[src/rtl/im_loader.sv]
// Boot-time instruction-memory loader: parses a counted, XOR-checksummed byte frame,
// writes big-endian 32-bit words to the instruction memory and releases the CPU on success.
module im_loader #(
    parameter int ADDR_W  = 8,
    parameter int TIMEOUT = 1000000
) (
    input  logic              clk,
    input  logic              rst_n,
    input  logic              in_valid,
    input  logic [7:0]        in_data,
    output logic              in_ready,
    input  logic              start,
    output logic              im_we,
    output logic [ADDR_W-1:0] im_waddr,
    output logic [31:0]       im_wdata,
    output logic              cpu_hold,
    output logic              done,
    output logic [1:0]        err
);
    localparam logic [1:0] S_CNT  = 2'd0;
    localparam logic [1:0] S_DATA = 2'd1;
    localparam logic [1:0] S_CSUM = 2'd2;
    localparam logic [1:0] S_DONE = 2'd3;

    localparam int              TW        = (TIMEOUT > 1) ? $clog2(TIMEOUT + 1) : 1;
    localparam logic [TW-1:0]   TIMEOUT_V = TW'(TIMEOUT);
    localparam logic [TW-1:0]   IDLE_ONE  = TW'(1);
    localparam logic [ADDR_W:0] IDX_ONE   = (ADDR_W+1)'(1);

    logic [1:0]        state_q, state_d;
    logic [ADDR_W:0]   n_q, n_d;
    logic [ADDR_W:0]   idx_q, idx_d;
    logic [1:0]        bcnt_q, bcnt_d;
    logic [23:0]       shift_q, shift_d;
    logic [7:0]        acc_q, acc_d;
    logic [TW-1:0]     idle_q, idle_d;
    logic              in_ready_q, in_ready_d;
    logic              im_we_q, im_we_d;
    logic [ADDR_W-1:0] im_waddr_q, im_waddr_d;
    logic [31:0]       im_wdata_q, im_wdata_d;
    logic              cpu_hold_q, cpu_hold_d;
    logic              done_q, done_d;
    logic [1:0]        err_q, err_d;

    logic xfer;
    logic timeout_hit;

    assign xfer = in_valid && in_ready_q;
    assign timeout_hit = (TIMEOUT != 0) && !xfer
                         && ((state_q == S_DATA) || (state_q == S_CSUM))
                         && ((idle_q + IDLE_ONE) == TIMEOUT_V);

    always_comb begin
        state_d    = state_q;
        n_d        = n_q;
        idx_d      = idx_q;
        bcnt_d     = bcnt_q;
        shift_d    = shift_q;
        acc_d      = acc_q;
        im_we_d    = 1'b0;
        im_waddr_d = im_waddr_q;
        im_wdata_d = im_wdata_q;
        cpu_hold_d = cpu_hold_q;
        done_d     = done_q;
        err_d      = err_q;

        if (xfer) begin
            idle_d = '0;
        end else if ((state_q == S_DATA) || (state_q == S_CSUM)) begin
            idle_d = idle_q + IDLE_ONE;
        end else begin
            idle_d = '0;
        end

        case (state_q)
            S_CNT: begin
                if (xfer) begin
                    // A zero count byte stands for a full memory image.
                    n_d     = (in_data == 8'd0) ? {1'b1, {ADDR_W{1'b0}}} : (ADDR_W+1)'(in_data);
                    idx_d   = '0;
                    bcnt_d  = 2'd0;
                    acc_d   = in_data;
                    state_d = S_DATA;
                end
            end
            S_DATA: begin
                if (xfer) begin
                    acc_d   = acc_q ^ in_data;
                    bcnt_d  = bcnt_q + 2'd1;
                    shift_d = {shift_q[15:0], in_data};
                    if (bcnt_q == 2'd3) begin
                        im_we_d    = 1'b1;
                        im_waddr_d = idx_q[ADDR_W-1:0];
                        im_wdata_d = {shift_q, in_data};
                        idx_d      = idx_q + IDX_ONE;
                        if ((idx_q + IDX_ONE) == n_q) begin
                            state_d = S_CSUM;
                        end
                    end
                end else if (timeout_hit) begin
                    state_d    = S_DONE;
                    done_d     = 1'b1;
                    err_d      = 2'b10;
                    cpu_hold_d = 1'b1;
                end
            end
            S_CSUM: begin
                if (xfer) begin
                    state_d    = S_DONE;
                    done_d     = 1'b1;
                    err_d      = (in_data == acc_q) ? 2'b00 : 2'b01;
                    cpu_hold_d = (in_data != acc_q);
                end else if (timeout_hit) begin
                    state_d    = S_DONE;
                    done_d     = 1'b1;
                    err_d      = 2'b10;
                    cpu_hold_d = 1'b1;
                end
            end
            default: begin
                if (start) begin
                    state_d    = S_CNT;
                    done_d     = 1'b0;
                    err_d      = 2'b00;
                    cpu_hold_d = 1'b1;
                end
            end
        endcase

        in_ready_d = (state_d != S_DONE);
    end

    always_ff @(posedge clk or negedge rst_n) begin
        if (!rst_n) begin
            state_q    <= S_CNT;
            n_q        <= '0;
            idx_q      <= '0;
            bcnt_q     <= 2'd0;
            shift_q    <= '0;
            acc_q      <= '0;
            idle_q     <= '0;
            in_ready_q <= 1'b1;
            im_we_q    <= 1'b0;
            im_waddr_q <= '0;
            im_wdata_q <= '0;
            cpu_hold_q <= 1'b1;
            done_q     <= 1'b0;
            err_q      <= 2'b00;
        end else begin
            state_q    <= state_d;
            n_q        <= n_d;
            idx_q      <= idx_d;
            bcnt_q     <= bcnt_d;
            shift_q    <= shift_d;
            acc_q      <= acc_d;
            idle_q     <= idle_d;
            in_ready_q <= in_ready_d;
            im_we_q    <= im_we_d;
            im_waddr_q <= im_waddr_d;
            im_wdata_q <= im_wdata_d;
            cpu_hold_q <= cpu_hold_d;
            done_q     <= done_d;
            err_q      <= err_d;
        end
    end

    assign in_ready = in_ready_q;
    assign im_we    = im_we_q;
    assign im_waddr = im_waddr_q;
    assign im_wdata = im_wdata_q;
    assign cpu_hold = cpu_hold_q;
    assign done     = done_q;
    assign err      = err_q;
endmodule

[config.mk]
export PLATFORM = sky130hd
export DESIGN_NAME = im_loader
export DESIGN_NICKNAME = d
export VERILOG_FILES = /design/src/rtl/im_loader.sv
export SDC_FILE = /design/constraint.sdc
export NUM_CORES = 1
export LEC_CHECK = 0
export CORE_MARGIN = 2
export CORE_UTILIZATION = 39
export CTS_CLUSTER_DIAMETER = 30
export CTS_CLUSTER_SIZE = 10
export DETAILED_ROUTE_END_ITERATION = 7
export DONT_BUFFER_PORTS = 1
export PLACE_DENSITY_LB_ADDON = 0.05
export SLEW_MARGIN = 0
export SYNTH_ARGS = -nofsm -noshare
export SYNTH_HDL_FRONTEND = slang
export SYNTH_SLANG_ARGS = --single-unit
[constraint.sdc]
create_clock -name clk -period 4.8 [get_ports clk]
set_input_delay 1.2 -clock clk [delete_from_list [all_inputs] [get_ports clk]]
set_output_delay 1.2 -clock clk [all_outputs]
set_load 0.01 [all_outputs]
==> results of run 1 <==
## worst register-to-register path: stages, from the launching register on
cell	delay, ns
dfrtp_1	0.46
nand3_1	0.41
or4_1	0.66
or3_1	0.35
a21o_1	0.19
a2111o_1	0.49
a211o_1	0.29
## cell families (layout without fill, tap and decap cells)
| group | after synthesis | after routing |
|---|---|---|
| AND/OR/NAND/NOR | 341 | 341 |
| flip-flops | 120 | 120 |
| AO/OA/AOI/OAI | 86 | 86 |
| buffers and inverters | 48 | 40 |
| XOR/XNOR | 36 | 36 |
| multiplexers | 10 | 10 |
| adder cells (fa/ha/maj) | 9 | 9 |
## power groups by stage
stage | registers [mW] | clock network [mW] | logic, mW
after CTS | 1.53 | 1.25 | 0.571
after floorplan | 1.48 | 0 | 0.480
final | 1.53 | 1.22 | 0.566
after global placement | 1.54 | 0 | 0.551
after global routing | 1.57 | 1.29 | 0.660
after detailed placement | 1.55 | 0 | 0.568
## worst min-delay path by stage
stage / start / to / slack [ns] / depth (start not counted)
4_1_cts: rst_n / im_waddr[2] / 0.46 / 0
3_5_place_dp: shift_q[20] / shift_q[20] / 0.46 / 2
3_3_place_gp: shift_q[16] / shift_q[16] / 0.46 / 2
5_1_grt: rst_n / im_waddr[1] / 0.46 / 0
6_report: rst_n / im_waddr[2] / 0.48 / 0
2_1_floorplan: shift_q[16] / im_wdata[24] / 0.44 / 2
## stage by stage
stage | instances | power, mW | hold WS, ns | setup slack, ns | util [%]
2_1_floorplan | 650 | 1.956 | 0.4386 | 2.206 | -
3_3_place_gp | 794 | 2.095 | 0.4603 | 1.668 | 40.26
3_5_place_dp | 794 | 2.116 | 0.4645 | 1.551 | 40.26
4_1_cts | 826 | 3.356 | 0.4626 | 1.812 | 44.18
5_1_grt | 826 | 3.521 | 0.4575 | 1.525 | 44.18
6_report | 826 | 3.315 | 0.4766 | 1.837 | 44.18
## layout make-up
type | instances | area [um2] | area share [%]
Tap cell | 184 | 230.2 | 3.599
Timing Repair Buffer | 3 | 22.52 | 0.3520
Clock inverter | 11 | 97.59 | 1.526
Multi-Input combinational cell | 482 | 2552 | 39.90
Inverter | 5 | 18.77 | 0.2934
Clock buffer | 21 | 470.5 | 7.354
Sequential cell | 120 | 3005 | 46.98
## sequential cells by signal, indices dropped and copies added, names as in the netlist
name      flops
bcnt_q        2
in_ready      1
shift_q      24
cpu_hold      1
im_wdata     32
idle_q       20
im_we         1
state_q       2
idx_q         9
im_waddr      8
acc_q         8
done          1
err           2
n_q           9
## synthesized netlist by cell type (3+ instances only)
library cell  instances
nand2_1             222
dfrtp_1             118
nor2_1               37
clkbuf_1             35
a21oi_1              28
o21ai_0              27
xor2_1               20
nand3_1              19
xnor2_1              16
nor3_1               13
nand4_1              10
ha_1                  9
mux2_2                8
and3_1                7
nor4_1                7
and4_1                5
buf_1                 5
o31ai_1               5
a211o_1               4
inv_1                 4
nor3b_1               4
or3_1                 4
o211ai_1              3
o41ai_1               3
## metal layers
metal  vias up  global-route usage, %  routed length [um]
met4         0                  6.667                 219
met3        19                  4.792                 647
met1      2134                  25.19                6518
met5         -                      0                   0
met2       105                  28.32                6209
li1       2131                      -                   -
## cells in the final DEF (no fill, tap or decap), drive strengths merged, types with 6 or more instances in the layout
| master | count |
|---|---|
| nand3 | 19 |
| nor3 | 13 |
| nand2 | 222 |
| nand4 | 11 |
| xor2 | 20 |
| xnor2 | 16 |
| o21ai | 27 |
| a21oi | 28 |
| dfrtp | 118 |
| mux2 | 8 |
| nor2 | 37 |
| inv | 6 |
| nor4 | 7 |
| ha | 9 |
| clkbuf | 21 |
| and3 | 7 |
==> flow_metrics.tcl, run 1 <==
set metrics [dict create \
    p_comb_share_pct 17.1 \
    yosysTopAreaCellShare_pct 51.43 \
    reg2reg_from "idle_q[2]" \
    grt.total_usage_pct 18.39 \
    cp_cell_sequence "nand3_1 -> or4_1 -> or3_1 -> a21o_1 -> a2111o_1 -> a211o_1" \
    core_um2 14480 \
    crit_arrival_ns 3.26 \
    netlist_area_um2 5742 \
    viasPerCell 5.314 \
    antenna_found_initial 0 \
    clk-insertion-delay-late_ns 0.42 \
    fill_cells 1414 \
    path_buf_inv 0 \
    areaGrowthSynthToFinish_pct 11.42 \
    fmax_mhz 337.5 \
    clk_pin_slew_ns 0.06 \
    async_flop_share_pct 100.0 \
    tritoncts "built" \
    leakagePower_nw 3.011 \
    wl_per_cell_um 16.46 \
    gr-total-overflow 0 \
    path_class "flop to flop" \
    portBuffers 0 \
    relSlewSlack_pct 40.61 \
    cp_top_family "simple AND/OR/NAND/NOR gates" \
    crit_path_end "err[0]" \
    placed_area_um2 5829 \
    syn_area_per_cell_um2 8.833 \
    cts_resized 0 \
    nets 650 \
    vias 4389 \
    hold_violations 0 \
    p_clk_share_pct 36.8 \
    cp.required_ns 5.10 \
    ir_worst_vdd_mv 0.3097 \
    io_pins 58 \
    clk_path_buf_depth 2 \
    synth-xor-area-share_pct 5.491 \
    final_area_um2 6397 \
    grt_pass1_vias 4471 \
    cp_max_fo 12 \
    p_int_mw 2.259 \
    synthFlopType "dfrtp_1" \
    setup_tns_ns 0 \
    syn_nets 671 \
    seqPwrFrac_pct 46.1 \
    drt-pass1-iter-count 5 \
    ant_nets 0 \
    final-setup-viol-count 0 \
    synth_top_area_cell "dfrtp_1" \
    yosys-top-cells-area "dfrtp_1 (51%), nand2_1 (15%), xor2_1 (3.1%), a21oi_1 (2.4%), xnor2_1 (2.4%)" \
    startpoint "idle_q[2]" \
    yosys.area_share.simple_pct 25.82 \
    rsz0062_at_grt "false" \
    muxShareOfSynthArea_pct 1.918 \
    synth_top_family_by_area "simple AND/OR/NAND/NOR gates" \
    synth-edff-count 0 \
    synth_compound_area_share_pct 9.218 \
    insertedDiodeCount 0 \
    drive_gt1_share_pct 7.788 \
    maxCapViolations 0 \
    status "finished, final reports clean" \
    holdBufCountCts 0 \
    cp_slowest_cell "or4_1" \
    slowest_delay_ns 0.66 \
    clock-root-buffer "clkbuf_16" \
    ff2ff_path_depth 6 \
    tightest_slew_ns 0.8887 \
    power_density_nw_per_um2 518.1 \
    finClkSkew_ns 0.01065 \
    drc_errors 0 \
    start_util_pct 39.66 \
    place.gp.congestion 0.8196 \
    die_area_um2 15710 \
    clkSinkCount 120 \
    cts_max_level 4 \
    syn_inst 650 \
    r2r-end "err[0]" \
    initialDrtViolationCount 398 \
    period_needed_ns 2.963 \
    cp-start-kind "flop" \
    ys_warn_count 0 \
    cp_num_cells 6 \
    synth_fa_ha_area_share_pct 1.961 \
    synth_cell_types 52 \
    hpwl_um 8621 \
    grt_max_degree 121 \
    grt_pass1_wl_um 23110 \
    p_sw_share_pct 31.86 \
    die_w_um 125.3 \
    ys_seq_elements 120 \
    fp.dieH_um 125.3 \
    critical_path.endpoint_type "flop" \
    post_cts.repair.setup_buffers 0 \
    r2r_slack_ns 1.84 \
    fin_crit_sh_pct 61.73 \
    wl_um 13590 \
    placementRows 44 \
    cts_made_buffers 17 \
    hp-class "primary input to async pin" \
    slew_viol_final 0 \
    power.net_switching_mw 1.056 \
    yosysSeqAreaShare_pct 52.34 \
]
Power figures use the tool's default switching activity.
==> run 2: changes to the inputs <==
==> constraint.sdc (replaced) <==
create_clock -name clk -period 2.7 [get_ports clk]
set_input_delay 0.675 -clock clk [delete_from_list [all_inputs] [get_ports clk]]
set_output_delay 0.675 -clock clk [all_outputs]
set_load 0.01 [all_outputs]
==> run 2 against run 1 <==
Core utilization is 1.2 points higher. Wire length is essentially flat. Non-clock buffer count increased by 18. Critical path depth unchanged. Clock skew decreased by 0.0047 ns. Final cell count rose by 2.2%. Setup slack got worse by 1.7 ns. Count of clock-buffer cells in the layout unchanged. Total power is 81% higher. The flow now finishes with violations (negative hold slack). Combinational power increased by 84%. Die area is the same. Clock power increased by 85%.
==> flow_metrics.tcl, run 2 (synthesis results as in run 1) <==
set metrics [dict create \
    cts_made_buffers 17 \
    initialDrtViolationCount 222 \
    cp.required_ns 3.00 \
    violations "negative hold slack" \
    status "complete, but fails checks" \
    ff2ff_path_depth 6 \
    clk_path_buf_depth 2 \
    insertedDiodeCount 0 \
    maxCapViolations 0 \
    grt.total_usage_pct 18.53 \
    clk-insertion-delay-late_ns 0.42 \
    wl_um 13590 \
    slew_viol_final 0 \
    tightest_slew_ns 0.6563 \
    areaGrowthSynthToFinish_pct 14.36 \
    viasPerCell 5.256 \
    clk_pin_slew_ns 0.06 \
    vias 4436 \
    hpwl_um 8797 \
    largest_register_ffs 32 \
    critical_path.endpoint_type "flop" \
    portBuffers 0 \
    grt_max_degree 121 \
    final_area_um2 6566 \
    ant_nets 0 \
    path_class "flop to flop" \
    drive_gt1_share_pct 10.76 \
    layout_commonest_cell "nand2_1" \
    die_area_um2 15710 \
    post_cts.repair.setup_buffers 0 \
    wl_per_cell_um 16.11 \
    fin_crit_sh_pct 95.97 \
    gr-total-overflow 0 \
    antenna_found_initial 0 \
    finClkSkew_ns 0.005925 \
    cp-start-kind "flop" \
    drc_errors 0 \
    setup_tns_ns 0 \
    holdWs_ns -0.05398 \
    tritoncts "built" \
    placementRows 44 \
    cp_max_fo 7 \
    fmax_mhz 385.9 \
    layout_common_cells "nand2_1 (221), dfrtp_1 (116), nor2_1 (37)" \
    die_w_um 125.3 \
    final-setup-viol-count 0 \
    core_um2 14480 \
    hp-class "primary input to async pin" \
    drt-pass1-iter-count 4 \
    cts_max_level 4 \
    power_density_nw_per_um2 915.7 \
    place.gp.congestion 0.8333 \
    grt_pass1_vias 4462 \
    leakagePower_nw 3.093 \
    rsz0062_at_grt "false" \
    start_util_pct 39.66 \
    clock-root-buffer "clkbuf_16" \
    hold_violations 80 \
    grt_pass1_wl_um 23320 \
    fp.dieH_um 125.3 \
    crit_arrival_ns 2.89 \
    placed_area_um2 5964 \
    ir_worst_vdd_mv 0.4370 \
    period_needed_ns 2.591 \
    nets 668 \
    utilization_pct 45.35 \
    clkSinkCount 120 \
    relSlewSlack_pct 55.91 \
    io_pins 58 \
]
run 2: changes by cell type in the layout (fill, tap and decap cells not counted):
cell	change
buf_4	+18
clkinvlp_4	+3
clkinv_2	-2
dfrtp_1	-2
dfrtp_2	+2
bufinv_16	+1
clkinv_4	-1
inv_6	-1
nor4_1	-1
nor4_2	+1
run 2: timing repair:
action	in CTS	in global routing
resized for setup	0	3
setup endpoints to repair	0	2
endpoints found under the hold margin	118	118
run 2: cell type report:
| type | instances | area (um2) |
|---|---|---|
| clock buffers | 21 | 470.5 |
| inverters | 5 | 18.77 |
| flip-flops and latches | 120 | 3008 |
| multi-input cells | 482 | 2559 |
| well taps | 184 | 230.2 |
| repair buffers | 21 | 157.7 |
| fillers | 1422 | 7913 |
| clock inverters | 11 | 122.6 |
run 2: path summary, 6_finish.rpt:
check	from	endpoint	slack [ns]
min in group clk	in_data[6]	shift_q[6]	0.37
max reg2reg	idle_q[7]	err[0]	0.11
min reg2reg	shift_q[20]	im_wdata[28]	0.47
max	idle_q[7]	err[0]	0.11
min	rst_n	idx_q[7]	-0.05
max in group asynchronous	rst_n	idle_q[10]	2.48
run 2: critical path, cell delays in order (launching register included):
cell      delay [ns]
dfrtp_1         0.43
nand4_2         0.15
or4_1           0.56
or3_1           0.34
a21o_1          0.19
a2111o_1        0.50
a211o_1         0.29
run 2: report_power, final:
group	internal [mW]	switching (mW)	total [mW]
sequential	2.26	0.456	2.72
clock	1.43	0.831	2.26
combinational	0.446	0.593	1.04
total	4.13	1.88	6.01
run 2: metrics by stage:
step / power [mW] / worst slack (ns) / std cells
final: 6.013 / 0.1088 / 844
after CTS: 6.103 / 0.08975 / 844
after detailed placement: 3.810 / 0.09499 / 812
after global routing: 6.411 / 0.0005329 / 844
after global placement: 3.764 / 0.1431 / 812
after floorplan: 3.477 / 0.2139 / 650
run 2: metal layers:
metal | wire, um | share of wire (%) | GRT usage [%] | up-vias
met5 | 0 | 0 | 0 | -
met1 | 6471 | 48 | 25.57 | 2173
met4 | 199 | 1.5 | 6.863 | 0
met3 | 717 | 5.3 | 4.664 | 15
li1 | - | - | - | 2165
met2 | 6206 | 46 | 28.39 | 83
==> edit, RTL diff (config.mk and constraints of run 2) <==
Change the parameter `TIMEOUT` from 1000000 to 2000000.
--- a/src/rtl/im_loader.sv
+++ b/src/rtl/im_loader.sv
@@ -4,3 +4,3 @@
     parameter int ADDR_W  = 8,
-    parameter int TIMEOUT = 1000000
+    parameter int TIMEOUT = 2000000
 ) (
Function: no difference found for any inputs over 10 cycles, from zero or initial values and one cycle with rst_n low; that may be too few to reach the edited logic, so the function may still have changed.
==> edit against run 2 <==
The flow still finishes with violations (hold timing); wire length is 2.0% lower; cell area grew 0.61%; total power rose by 8.9%; worst setup slack better by 0.086 ns; core utilization shrank 1.4 points; largest power group unchanged; synthesized area up 3.4%; fmax rose by 3.4%; sequential cell count increased by 1.
==> edit: results (changes against run 2) <==
Final Hold Viols 119 (+49%); CP startpoint idle_q[3]$_DFF_PN0_; Final Skew 0.00582 ns (-0.000101 ns); worst hold slack -0.0410 ns (+0.0130 ns); # nets final 621 (-7.0%); Yosys cell types 60 (+15%); vias in the first global route 4251 (-4.7%); Tot GR Track Use 17.9% (-0.67 points); failing checks hold timing; Relative slew margins 44.7% (-11 points); pre-CTS WS 0.184 ns (+0.0890 ns); status complete, but fails checks; Net Count, Synth 633 (-5.7%); Avg Cell Area, Syn 9.70 um2 (+9.8%); largest net degree at the start of global routing 122 (+0.83%); top cells by count, synth nand2_1 (170), dfrtp_1 (119), nor2_1 (34); Placed Instances 769 (-5.3%); global-route wire length before repair 22500 um (-3.3%); Fillers 1467 (+3.2%); Area contributors post-synth dfrtp_1 (50%), nand2_1 (11%), mux2_2 (4.6%); DP HPWL 8800 um (about the same); Antenna Cells 0 (unchanged); Seq/Total Area, Yosys 51.1% (-1.3 points); initial drt markers 286 (+29%); RD Place Congestion 0.783 (-6.1%); Routed WL per cell 16.7 um (+3.4%); layout cell share with drive strength beyond 1 13.7% (+3.0 points); slowest CP cell or4_4; Worst Path Arrival 2.81 ns (-0.08 ns); CTS buffer count 17 (unchanged); P_leak 3.10 nW (+0.34%); Max IR drop VDD 440 uV (+0.65%); crit-path max FO 12 (+5); via count 4220 (-4.9%); PortBufs 0 (unchanged); Via density 5.28 (+0.36%); switch share 32.8% (+1.6 points)
## edit: cell count changes after synthesis, moves of 7 or more
cell,before,now
nand2_1,222,170
nand4_1,10,3
o21ai_0,27,20
a21oi_1,28,17
a211oi_1,1,8
o22ai_1,0,10
mux2_2,8,24
## edit: worst max-delay path, delay by kind of cell (launching register included)
family          cells  cell delay, ns
flops               1            0.51
simple gates        4            1.59
compound gates      2            0.29
## edit: metrics by stage
| step | cell area, um2 | hold slack, ns |
|---|---|---|
| finish | 6610 | -0.0410 |
| global route | 6610 | -0.0771 |
| CTS | 6610 | -0.0665 |
| detailed placement | 6040 | 0.382 |
| global placement | 6040 | 0.383 |
| floorplan | 5940 | 0.379 |
## edit: logic make-up after synthesis
kind of cell               share of synthesized area, %
AOI/OAI and AO/OA                                  8.94
xor gates and xnor gates                           6.43
adders and majority gates                          1.90
buffers and inverters                              4.38
DFF                                                51.1
muxes                                              5.06
and+or+nand+nor                                    22.2
## edit: routing by layer
layer / track usage, % / wire [um] / up-vias
met5: 0 / 0 / -
met3: 6.07 / 641 / 7
met1: 25.1 / 6510 / 2081
met4: 5.24 / 113 / 0
li1: - / - / 2054
met2: 26.2 / 6060 / 78
## edit: final timing paths
path	endpoint	slack, ns	cells past startpoint
max in group asynchronous	in_ready$_DFF_PN1_	2.51	0
min reg2reg	im_wdata[27]$_DFFE_PN0P_	0.46	2
max	err[0]$_DFFE_PN0P_	0.19	6
max reg2reg	err[0]$_DFFE_PN0P_	0.19	6
min in group clk	im_wdata[2]$_DFFE_PN0P_	0.36	2
min	im_wdata[19]$_DFFE_PN0P_	-0.04	0
## edit: final cells by class
class / count / area, um2 / area share [%]
clock buffers: 21 / 470 / 7.12
inverters: 8 / 30.0 / 0.455
flip-flops and latches: 121 / 3030 / 45.9
well taps: 188 / 235 / 3.56
multi-input cells: 439 / 2650 / 40.1
clock inverters: 10 / 95.1 / 1.44
repair buffers: 13 / 97.6 / 1.48
## edit: power groups by stage
stage	logic [mW]	clock network (mW)	registers, mW
global route	1.68	2.30	3.02
global placement	1.43	0	2.96
floorplan	1.18	0	2.81
CTS	1.47	2.21	2.95
finish	1.45	2.15	2.95
detailed placement	1.47	0	2.97
## edit: repair_timing
| action | 4_1_cts | 5_1_grt |
|---|---|---|
| hold endpoints to repair | 119 | 119 |
| resized for setup | 0 | 0 |
| setup buffers | 0 | 0 |
| endpoints found under the setup margin | 0 | 0 |
